## src/rtl/imem_loader_if.sv

```systemverilog
// Boot loader bus: UART byte strobe in, instruction memory
// write port and core release status out.
interface imem_loader_if;
  logic        rx_valid;
  logic [7:0]  rx_data;
  logic        mem_we;
  logic [11:0] mem_addr;
  logic [31:0] mem_wdata;
  logic        core_rst;
  logic        done;
  logic        error;

  modport master (
    input  rx_valid,
    input  rx_data,
    output mem_we,
    output mem_addr,
    output mem_wdata,
    output core_rst,
    output done,
    output error
  );

  modport slave (
    output rx_valid,
    output rx_data,
    input  mem_we,
    input  mem_addr,
    input  mem_wdata,
    input  core_rst,
    input  done,
    input  error
  );
endinterface

```

## src/rtl/imem_loader.sv

```systemverilog
// Boot-time image loader: framed UART bytes become little-endian
// word writes; the core stays in reset until a verified image lands.
module imem_loader #(
  parameter int         DEPTH = 512,
  parameter logic [7:0] SYNC  = 8'h5A
) (
  input  logic          clk,
  input  logic          reset,
  imem_loader_if.master bus
);

  typedef enum logic [2:0] {
    IDLE,
    LEN0,
    LEN1,
    DATA,
    CSUM,
    DONE,
    ERR
  } state_t;

  localparam logic [16:0] MAXN = 17'(DEPTH);

  state_t      state;
  logic [15:0] cnt;
  logic [15:0] widx;
  logic [1:0]  lane;
  logic [7:0]  csum;
  logic [23:0] wbuf;

  logic [15:0] n_rx;
  logic [15:0] widx_nx;
  logic [7:0]  b;

  assign b       = bus.rx_data;
  assign n_rx    = {b, cnt[7:0]};
  assign widx_nx = widx + 16'd1;

  // Frame parser, word assembler and registered write/status outputs.
  always_ff @(posedge clk or posedge reset) begin
    if (reset) begin
      state         <= IDLE;
      cnt           <= '0;
      widx          <= '0;
      lane          <= '0;
      csum          <= '0;
      wbuf          <= '0;
      bus.mem_we    <= 1'b0;
      bus.mem_addr  <= '0;
      bus.mem_wdata <= '0;
      bus.core_rst  <= 1'b1;
      bus.done      <= 1'b0;
      bus.error     <= 1'b0;
    end else begin
      bus.mem_we <= 1'b0;
      if (bus.rx_valid) begin
        unique case (state)
          IDLE: begin
            if (b == SYNC) state <= LEN0;
          end
          LEN0: begin
            cnt   <= {8'h00, b};
            state <= LEN1;
          end
          LEN1: begin
            cnt  <= n_rx;
            widx <= '0;
            lane <= '0;
            csum <= '0;
            if ({1'b0, n_rx} > MAXN) begin
              state     <= ERR;
              bus.error <= 1'b1;
            end else if (n_rx == 16'd0) begin
              state <= CSUM;
            end else begin
              state <= DATA;
            end
          end
          DATA: begin
            csum <= csum + b;
            lane <= lane + 2'd1;
            if (lane == 2'd3) begin
              bus.mem_we    <= 1'b1;
              bus.mem_addr  <= {widx[9:0], 2'b00};
              bus.mem_wdata <= {b, wbuf};
              widx          <= widx_nx;
              if (widx_nx == cnt) state <= CSUM;
            end else begin
              wbuf[lane*8 +: 8] <= b;
            end
          end
          CSUM: begin
            if (b == csum) begin
              state        <= DONE;
              bus.done     <= 1'b1;
              bus.core_rst <= 1'b0;
            end else begin
              state     <= ERR;
              bus.error <= 1'b1;
            end
          end
          ERR: begin
            if (b == SYNC) begin
              state     <= LEN0;
              bus.error <= 1'b0;
            end
          end
          DONE: begin
            state <= DONE;
          end
          default: begin
            state <= IDLE;
          end
        endcase
      end
    end
  end

endmodule

```

## src/flat_wrapper.sv

```systemverilog
// flat-port wrapper written by rule: the top's interface ports become plain ports
module imem_loader_flat 
#(
  parameter int         DEPTH = 512,
  parameter logic [7:0] SYNC  = 8'h5A
)
  (clk, reset, bus_rx_valid, bus_rx_data, bus_mem_we, bus_mem_addr, bus_mem_wdata, bus_core_rst, bus_done, bus_error);
  imem_loader_if bus_i ();
  input  logic clk;
  input  logic reset;
  input wire logic [$bits(bus_i.rx_valid)-1:0] bus_rx_valid;
  input wire logic [$bits(bus_i.rx_data)-1:0] bus_rx_data;
  output wire logic [$bits(bus_i.mem_we)-1:0] bus_mem_we;
  output wire logic [$bits(bus_i.mem_addr)-1:0] bus_mem_addr;
  output wire logic [$bits(bus_i.mem_wdata)-1:0] bus_mem_wdata;
  output wire logic [$bits(bus_i.core_rst)-1:0] bus_core_rst;
  output wire logic [$bits(bus_i.done)-1:0] bus_done;
  output wire logic [$bits(bus_i.error)-1:0] bus_error;
  assign bus_i.rx_valid = bus_rx_valid;
  assign bus_i.rx_data = bus_rx_data;
  assign bus_mem_we = bus_i.mem_we;
  assign bus_mem_addr = bus_i.mem_addr;
  assign bus_mem_wdata = bus_i.mem_wdata;
  assign bus_core_rst = bus_i.core_rst;
  assign bus_done = bus_i.done;
  assign bus_error = bus_i.error;
  imem_loader #(.DEPTH(DEPTH), .SYNC(SYNC)) u_core (.clk(clk), .reset(reset), .bus(bus_i));
endmodule
```

## config.mk

```make
export PLATFORM = sky130hd
export DESIGN_NAME = imem_loader_flat
export DESIGN_NICKNAME = d
export VERILOG_FILES = /design/src/rtl/imem_loader_if.sv /design/src/rtl/imem_loader.sv /design/src/flat_wrapper.sv
export SDC_FILE = /design/constraint.sdc
export NUM_CORES = 1
export LEC_CHECK = 0
export BUFFER_PORTS_ARGS = -buffer_cell sky130_fd_sc_hd__clkbuf_2
export CORE_MARGIN = 4
export CORE_UTILIZATION = 45
export DETAILED_ROUTE_END_ITERATION = 8
export GPL_TIMING_DRIVEN = 0
export SLEW_MARGIN = 20
export SYNTH_ARGS = -nofsm -noshare
export SYNTH_HDL_FRONTEND = slang
export SYNTH_SLANG_ARGS = --single-unit
export TNS_END_PERCENT = 100
```

## constraint.sdc

```tcl
create_clock -name clk -period 5 [get_ports clk]
set_input_delay 0.5 -clock clk [delete_from_list [all_inputs] [get_ports clk]]
set_output_delay 0.5 -clock clk [all_outputs]
set_load 0.005 [all_outputs]
```

==> qor.yml, run 1 <==
outcome:
  outcome: "finished clean"
global_routing:
  overflow: 0
  antenna_found_initial: 0
  gr-usage-all-layers_pct: 20.8
  grt_max_degree: 81
  grt_pass1_vias: 4740
  grt_first_pass_wirelength_um: 23800
route:
  vias: 4907
  drc: 0
  via_per_inst: 5.29
  routed_wl_um: 14200
  avgRoutedWirePerCell_um: 15.3
  dr.pass1.iters: 5
  antenna_left: 0
  first_iter_violations: 307
floorplanning:
  die-area_um2: 14600
  rows: 41
  initial_core_util_pct: 45.7
  dieHeight_um: 121
  coreArea_um2: 12600
  die_x_um: 121
  boundaryPins: 59
timing:
  rsz0062_at_grt: "no"
  drv_slew: 0
  finClkSkew_ns: 0.00568
  setup_tns_ns: 0
  setup_viol: 0
  timing.final.ws_setup_ns: 2.29
  timing.fmax_mhz: 369
  relSlewSlack_pct: 35.6
  finalCriticalPeriod_ns: 2.71
  tightest_slew_ns: 0.964
  final_hold_viol_count: 0
  fin_crit_sh_pct: 54.2
clocking:
  holdBufCountCts: 0
  cts_resized: 0
  cts_tree: "built"
  cts.sinks: 115
  cts_buffer_depth: 2
  htree_num_levels: 4
  numCtsBuffers: 17
  path_clk_slew_ns: 0.06
  cts_setup_buffers: 0
  clkLatencyLatePin_ns: 0.41
  root_buffer: "clkbuf_16"
worst_setup_path:
  cp-start-kind: "flip-flop"
  crit_arrival_ns: 2.98
  crit_chain: "ha_1 -> nand3_2 -> or3_1 -> a2111oi_2 -> o2111ai_1 -> nor4_2 -> o21ai_0"
  crit_path_top_delay_cell: "dfrtp_1"
  cp.required_ns: 5.27
  path_max_fanout: 10
  critical_path.max_stage_delay_ns: 0.50
  crit_type: "reg -> reg"
  cp-end-kind: "flip-flop"
synth:
  synth_edf_count: 0
  avgSynthCellArea_um2: 8.63
  synth.distinct_cells: 61
  synthFlopType: "dfrtp_1"
  ys_ff_latch: 115
  synthesis.area_um2: 5750
  synth-seq-area-share_pct: 50.1
  yosysWarnings: 0
  async_flop_share_pct: 100
  syn_inst: 666
placement:
  dp_hpwl_um: 9950
  place_ws_ns: 2.34
  gp_congestion: 0.908
  portBuffers: 55
flow_run:
  maxCapViolCount: 0
power_and_ir_drop:
  irDropWorstVdd_mv: 0.324
  power-per-cell-area_nw_per_um2: 563
  leakage_nw: 3.33
worst_hold_path:
  min-delay-path-class: "in -> async"
layout:
  drive_gt1_share_pct: 14.3
  multi_input_area_um2: 2660
  nFillCells: 1219
  layout.nets: 767
  diodes: 0
  ff_latch_area_um2: 2880
  synthToLayoutAreaGrowth_pct: 19.8
[cell usage after synthesis (3+ instances only)]
| cell type | number | area share [%] |
|---|---|---|
| a21oi_1 | 10 | 0.87 |
| xor2_1 | 10 | 1.5 |
| nor3_1 | 10 | 0.87 |
| nor3b_1 | 3 | 0.39 |
| nand4_1 | 6 | 0.65 |
| nor4_1 | 6 | 0.65 |
| o211ai_1 | 6 | 0.78 |
| o21ai_0 | 68 | 5.9 |
| a31oi_1 | 3 | 0.33 |
| and3_1 | 4 | 0.44 |
| o31ai_1 | 12 | 1.6 |
| and4_1 | 5 | 0.76 |
| nand2_1 | 250 | 16 |
| ha_1 | 13 | 2.8 |
| dfrtp_1 | 114 | 50 |
| buf_2 | 4 | 0.35 |
| xnor2_1 | 16 | 2.4 |
| nor2_1 | 19 | 1.2 |
| o41ai_1 | 3 | 0.46 |
| clkbuf_1 | 31 | 2.0 |
| a21o_1 | 4 | 0.52 |
| nand3_1 | 11 | 0.96 |
| or3_1 | 3 | 0.33 |
| inv_1 | 9 | 0.59 |
[cell type report]
cell class                 count  share of cell area (%)
buffer                        40                    2.49
clock buffer                  20                    6.63
clock inverter                12                    2.24
inverter                      10                   0.618
multi-input combinational    502                    38.7
sequential                   115                    41.8
tap                          172                    3.13
timing repair buffer          56                    4.40
[worst paths after layout]
path / startpoint / end / slack [ns] / cells after the start
worst min register to register: u_core.bus.mem_wdata[2] / u_core.bus.mem_wdata[2] / 0.47 / 2
worst max-delay path: u_core.widx[0] / u_core.state[0] / 2.29 / 7
max in group asynchronous: reset / u_core.bus.core_rst / 4.21 / 3
worst min-delay path: reset / u_core.bus.mem_wdata[0] / 0.06 / 2
worst max register to register: u_core.widx[0] / u_core.state[0] / 2.29 / 7
min in group clk: bus_rx_data[7] / u_core.bus.mem_wdata[31] / 0.36 / 3
[kinds of logic (layout without fill, tap and decap cells)]
group | Yosys count | in the layout | share of synthesized area, %
mux | 2 | 2 | 0.348
xor+xnor | 26 | 26 | 3.96
simple gates | 335 | 335 | 25.2
other cells | 1 | 2 | 0.0652
fa+ha+maj | 14 | 14 | 3.18
buf+inv | 50 | 138 | 3.63
flops | 115 | 115 | 50.1
compound gates | 123 | 123 | 13.5
[routing by layer]
metal	vias up	global-route usage, %	wire length (µm)
met5	-	0	0
met4	0	8.78	333
met3	24	4.10	565
met1	2357	29.2	6900
met2	123	31.4	6420
li1	2403	-	-
[cell usage in the layout (no fill, tap or decap), types with 5 or more instances in the layout]
cell type,count
clkbuf_1,32
nand4_1,6
xor2_1,10
a21oi_1,10
nand2_1,250
nand3_1,11
o211ai_1,6
ha_1,13
nor2_1,19
xnor2_1,16
dfrtp_1,114
o21ai_0,68
clkbuf_16,17
and4_1,5
inv_1,8
o31ai_1,12
clkbuf_2,56
nor4_1,6
nor3_1,10
[sequential cells by signal, indices dropped and copies added (netlist names), 2 cells and up]
name,flops
u_core.wbuf,24
u_core.bus.mem_addr,10
u_core.bus.mem_wdata,32
u_core.csum,8
u_core.lane,2
u_core.cnt,16
u_core.state,3
u_core.widx,16
[worst max-delay path: cells and delay by family, from the launching register on]
kind	cells	cell delay [ns]
compound gates	3	0.74
fa+ha+maj	1	0.31
flops	1	0.50
simple gates	3	1.01
[stage by stage]
step | instance area (µm²) | hold WS [ns] | std cells | total power [W] | utilization (%)
2_1_floorplan | 5750 | 0.439 | 667 | 0.00225 | -
3_3_place_gp | 6240 | 0.450 | 894 | 0.00261 | 49.7
3_5_place_dp | 6270 | 0.453 | 895 | 0.00264 | 49.9
4_1_cts | 6890 | 0.0696 | 927 | 0.00391 | 54.8
5_1_grt | 6890 | 0.0865 | 927 | 0.00416 | 54.8
6_report | 6890 | 0.0648 | 927 | 0.00387 | 54.8
[power by group]
group,total [W],switching (W),internal (W),leakage (nW)
clock network,0.00125,0.000436,0.000810,0.293
logic,0.00117,0.000696,0.000475,1.50
registers,0.00146,0.000221,0.00124,1.53
(Power assumes the default switching activity.)
==> inputs of run 2 (changes only) <==
Settings changed: ABC_AREA set to 1.
Clock period 5 ns to 2.8 ns, I/O delays scaled along.
==> run 2 against run 1 <==
  * First-iteration DRC count grew 5.2%
  * Critical path depth grew 5
  * Sequential power grew 88%
  * Area after synthesis down 2.0%
  * Clock skew about the same
  * Fmax up 22%
  * Die area is 1.9% lower
  * Register-to-register slack lost 1.7 ns
==> qor.yml, run 2 <==
outcome:
  outcome: "finished clean"
route:
  avgRoutedWirePerCell_um: 15.3  # -0.51%
  antenna_left: 0  # unchanged
  first_iter_violations: 323  # +5.2%
  via_per_inst: 5.19  # -1.9%
  vias: 4807  # -2.0%
  dr.pass1.iters: 5  # unchanged
  drc: 0  # unchanged
  routed_wl_um: 14100  # -0.62%
timing:
  holdWs_ns: 0.224  # +0.159 ns
  setup_viol: 0  # unchanged
  drv_slew: 0  # unchanged
  setup_tns_ns: 0  # unchanged
  timing.fmax_mhz: 451  # +22%
  finClkSkew_ns: 0.00588  # +0.000204 ns
  fin_crit_sh_pct: 79.3  # +25 points
  tightest_slew_ns: 0.540  # -0.424 ns
  relSlewSlack_pct: 64.0  # +28 points
  finalCriticalPeriod_ns: 2.22  # -0.489 ns
  rsz0062_at_grt: "no"
  final_hold_viol_count: 0  # unchanged
clocking:
  numCtsBuffers: 17  # unchanged
  clkLatencyLatePin_ns: 0.41  # about the same
  htree_num_levels: 4  # unchanged
  holdBufCountCts: 1  # +1
  cts.sinks: 115  # unchanged
  root_buffer: "clkbuf_16"
  cts_resized: 0  # unchanged
  path_clk_slew_ns: 0.05  # about the same
  cts_tree: "built"
  cts_setup_buffers: 0  # unchanged
  cts_buffer_depth: 2  # unchanged
worst_setup_path:
  startpoint: "u_core.widx[0]"
  path_max_fanout: 7  # -3
  cp.required_ns: 3.10  # -2.17 ns
  cpMostUsedCell: "nand2_1"
  r2r-start: "u_core.widx[0]"
  critical_path.max_stage_delay_ns: 0.46  # -0.04 ns
  cp-start-kind: "flip-flop"
  cp-end-kind: "flip-flop"
  crit_path_top_delay_cell: "dfrtp_1"
  rrSetupSlack_ns: 0.58  # -1.71 ns
  crit_type: "reg -> reg"
  crit_arrival_ns: 2.52  # -0.46 ns
  crit_chain: "ha_1 -> nand2_1 -> nor2_2 -> nand3_1 -> xnor3_1 -> nand2_1 -> nor2_1 -> nand3_1 -> nand2_2 -> nand2_2 -> nand2_1 -> nand2_1"
synth:
  yosysMostFrequentCell: "nand2_1"
  synth.distinct_cells: 39  # -36%
  synth_compound_area_share_pct: 12.2  # -1.3 points
  synthAdderAreaFrac_pct: 3.24  # +0.066 points
  syn_inst: 665  # -0.15%
  netlist.top_cell.by_area: "dfrtp_1"
  synth_mux_area_share_pct: 0  # -0.35 points
  yosys.area_share.simple_pct: 24.1  # -1.1 points
  ys_ff_latch: 115  # unchanged
  async_flop_share_pct: 100  # unchanged
  avgSynthCellArea_um2: 8.47  # -1.9%
  synth_edf_count: 0  # unchanged
  synthesis.area_um2: 5630  # -2.0%
  synthFlopType: "dfrtp_1"
  synth_common_cells: "nand2_1 (158), dfrtp_1 (114), inv_1 (80)"
  yosysWarnings: 0  # unchanged
  synth_top_family_by_area: "simple AND/OR/NAND/NOR gates"
  synth-xor-area-share_pct: 1.49  # -2.5 points
  synth.area.top_cells: "dfrtp_1 (51%), nand2_1 (11%), o21ai_0 (6.9%)"
  synth-seq-area-share_pct: 51.1  # +1.0 points
  yosys.area.top_type_share_pct: 50.7  # +1.0 points
layout:
  final_cell_mix: "nand2_1 (158), dfrtp_1 (114), inv_1 (79), o21ai_0 (78), clkbuf_2 (56)"
  drive_gt1_share_pct: 15.7  # +1.4 points
  reg_top3: "u_core.bus.mem_wdata x32, u_core.wbuf x24"
  layout.nets: 771  # +0.52%
  layout_commonest_cell: "nand2_1"
  diodes: 0  # unchanged
  largest_reg_flops: 32  # unchanged
  synthToLayoutAreaGrowth_pct: 20.7
  top_register: "u_core.bus.mem_wdata"
  stdcell_count: 926  # -0.11%
worst_hold_path:
  holdCritStartpoint: "bus_rx_data[0]"
  min-delay-path-class: "in -> reg"
global_routing:
  grt_pass1_vias: 4700  # -0.84%
  grt_max_degree: 35  # -57%
  overflow: 0  # unchanged
  gr-usage-all-layers_pct: 21.4  # +0.63 points
  grt_first_pass_wirelength_um: 24100  # +0.87%
  antenna_found_initial: 0  # unchanged
placement:
  dp_hpwl_um: 10600  # +6.1%
  gp_congestion: 0.895  # -1.4%
  portBuffers: 56  # +1.8%
  dp.cells: 894  # -0.11%
flow_run:
  maxCapViolCount: 0  # unchanged
floorplanning:
  initial_core_util_pct: 46.5  # +0.76 points
  die_x_um: 120  # -0.95%
  coreArea_um2: 12100  # -3.6%
  die-area_um2: 14400  # -1.9%
  boundaryPins: 59  # unchanged
  rows: 40  # -2.4%
  dieHeight_um: 120  # -0.95%
power_and_ir_drop:
  power-per-cell-area_nw_per_um2: 1040  # +85%
  leakage_nw: 3.32  # -0.24%
  irDropWorstVdd_mv: 0.498  # +54%
==> run 2: path summary, 6_finish.rpt <==
path,endpoint,depth (start not counted)
min in group asynchronous,u_core.bus.mem_wdata[8],3
worst max-delay path,u_core.state[2],12
max in group asynchronous,u_core.bus.mem_wdata[28],6
worst max register to register,u_core.state[2],12
worst min-delay path,u_core.wbuf[0],3
worst min register to register,u_core.bus.core_rst,2
==> run 2: where the power goes <==
part / switching (W) / internal [W]
Clock: 0.000739 / 0.00134
Sequential: 0.000419 / 0.00233
Combinational: 0.00136 / 0.000885
==> run 2: critical path: cells and delay by family, from the launching register on <==
| kind | cells | cell delay, ns |
|---|---|---|
| AND/OR/NAND/NOR | 10 | 1.17 |
| flip-flops | 1 | 0.46 |
| adder cells (fa/ha/maj) | 1 | 0.24 |
| XOR/XNOR | 1 | 0.23 |
==> run 2: area by class of cell <==
cell class,count,area (µm²)
inverter,86,329
timing repair buffer,61,378
buffer,21,114
tap,168,210
clock buffer,22,464
fill,1140,5310
multi-input combinational,444,2320
clock inverter,9,106
sequential,115,2880
==> run 2: kinds of logic after synthesis <==
kind of cell | count (synthesis)
AO/OA/AOI/OAI | 123
XOR/XNOR | 8
adder cells (fa/ha/maj) | 14
buffers and inverters | 107
flip-flops | 115
other | 1
AND/OR/NAND/NOR | 297
==> run 2: per-layer routing <==
layer | wire [µm] | GRT usage, % | vias to the layer above | part of all wire [%]
li1 | - | - | 2372 | -
met1 | 6520 | 30.0 | 2287 | 46
met2 | 6520 | 32.5 | 122 | 46
met3 | 749 | 4.29 | 26 | 5.3
met4 | 351 | 9.16 | 0 | 2.5
met5 | 0 | 0 | - | 0
==> run 2: per-stage QoR <==
stage          util, %  setup WS, ns  area (µm²)  power [W]
5_1_grt           56.1         0.276        6800    0.00763
4_1_cts           56.1         0.570        6800    0.00713
2_1_floorplan        -          1.04        5640    0.00423
6_report          56.1         0.581        6800    0.00708
3_5_place_dp      51.3         0.591        6220    0.00502
3_3_place_gp      50.6         0.357        6130    0.00491
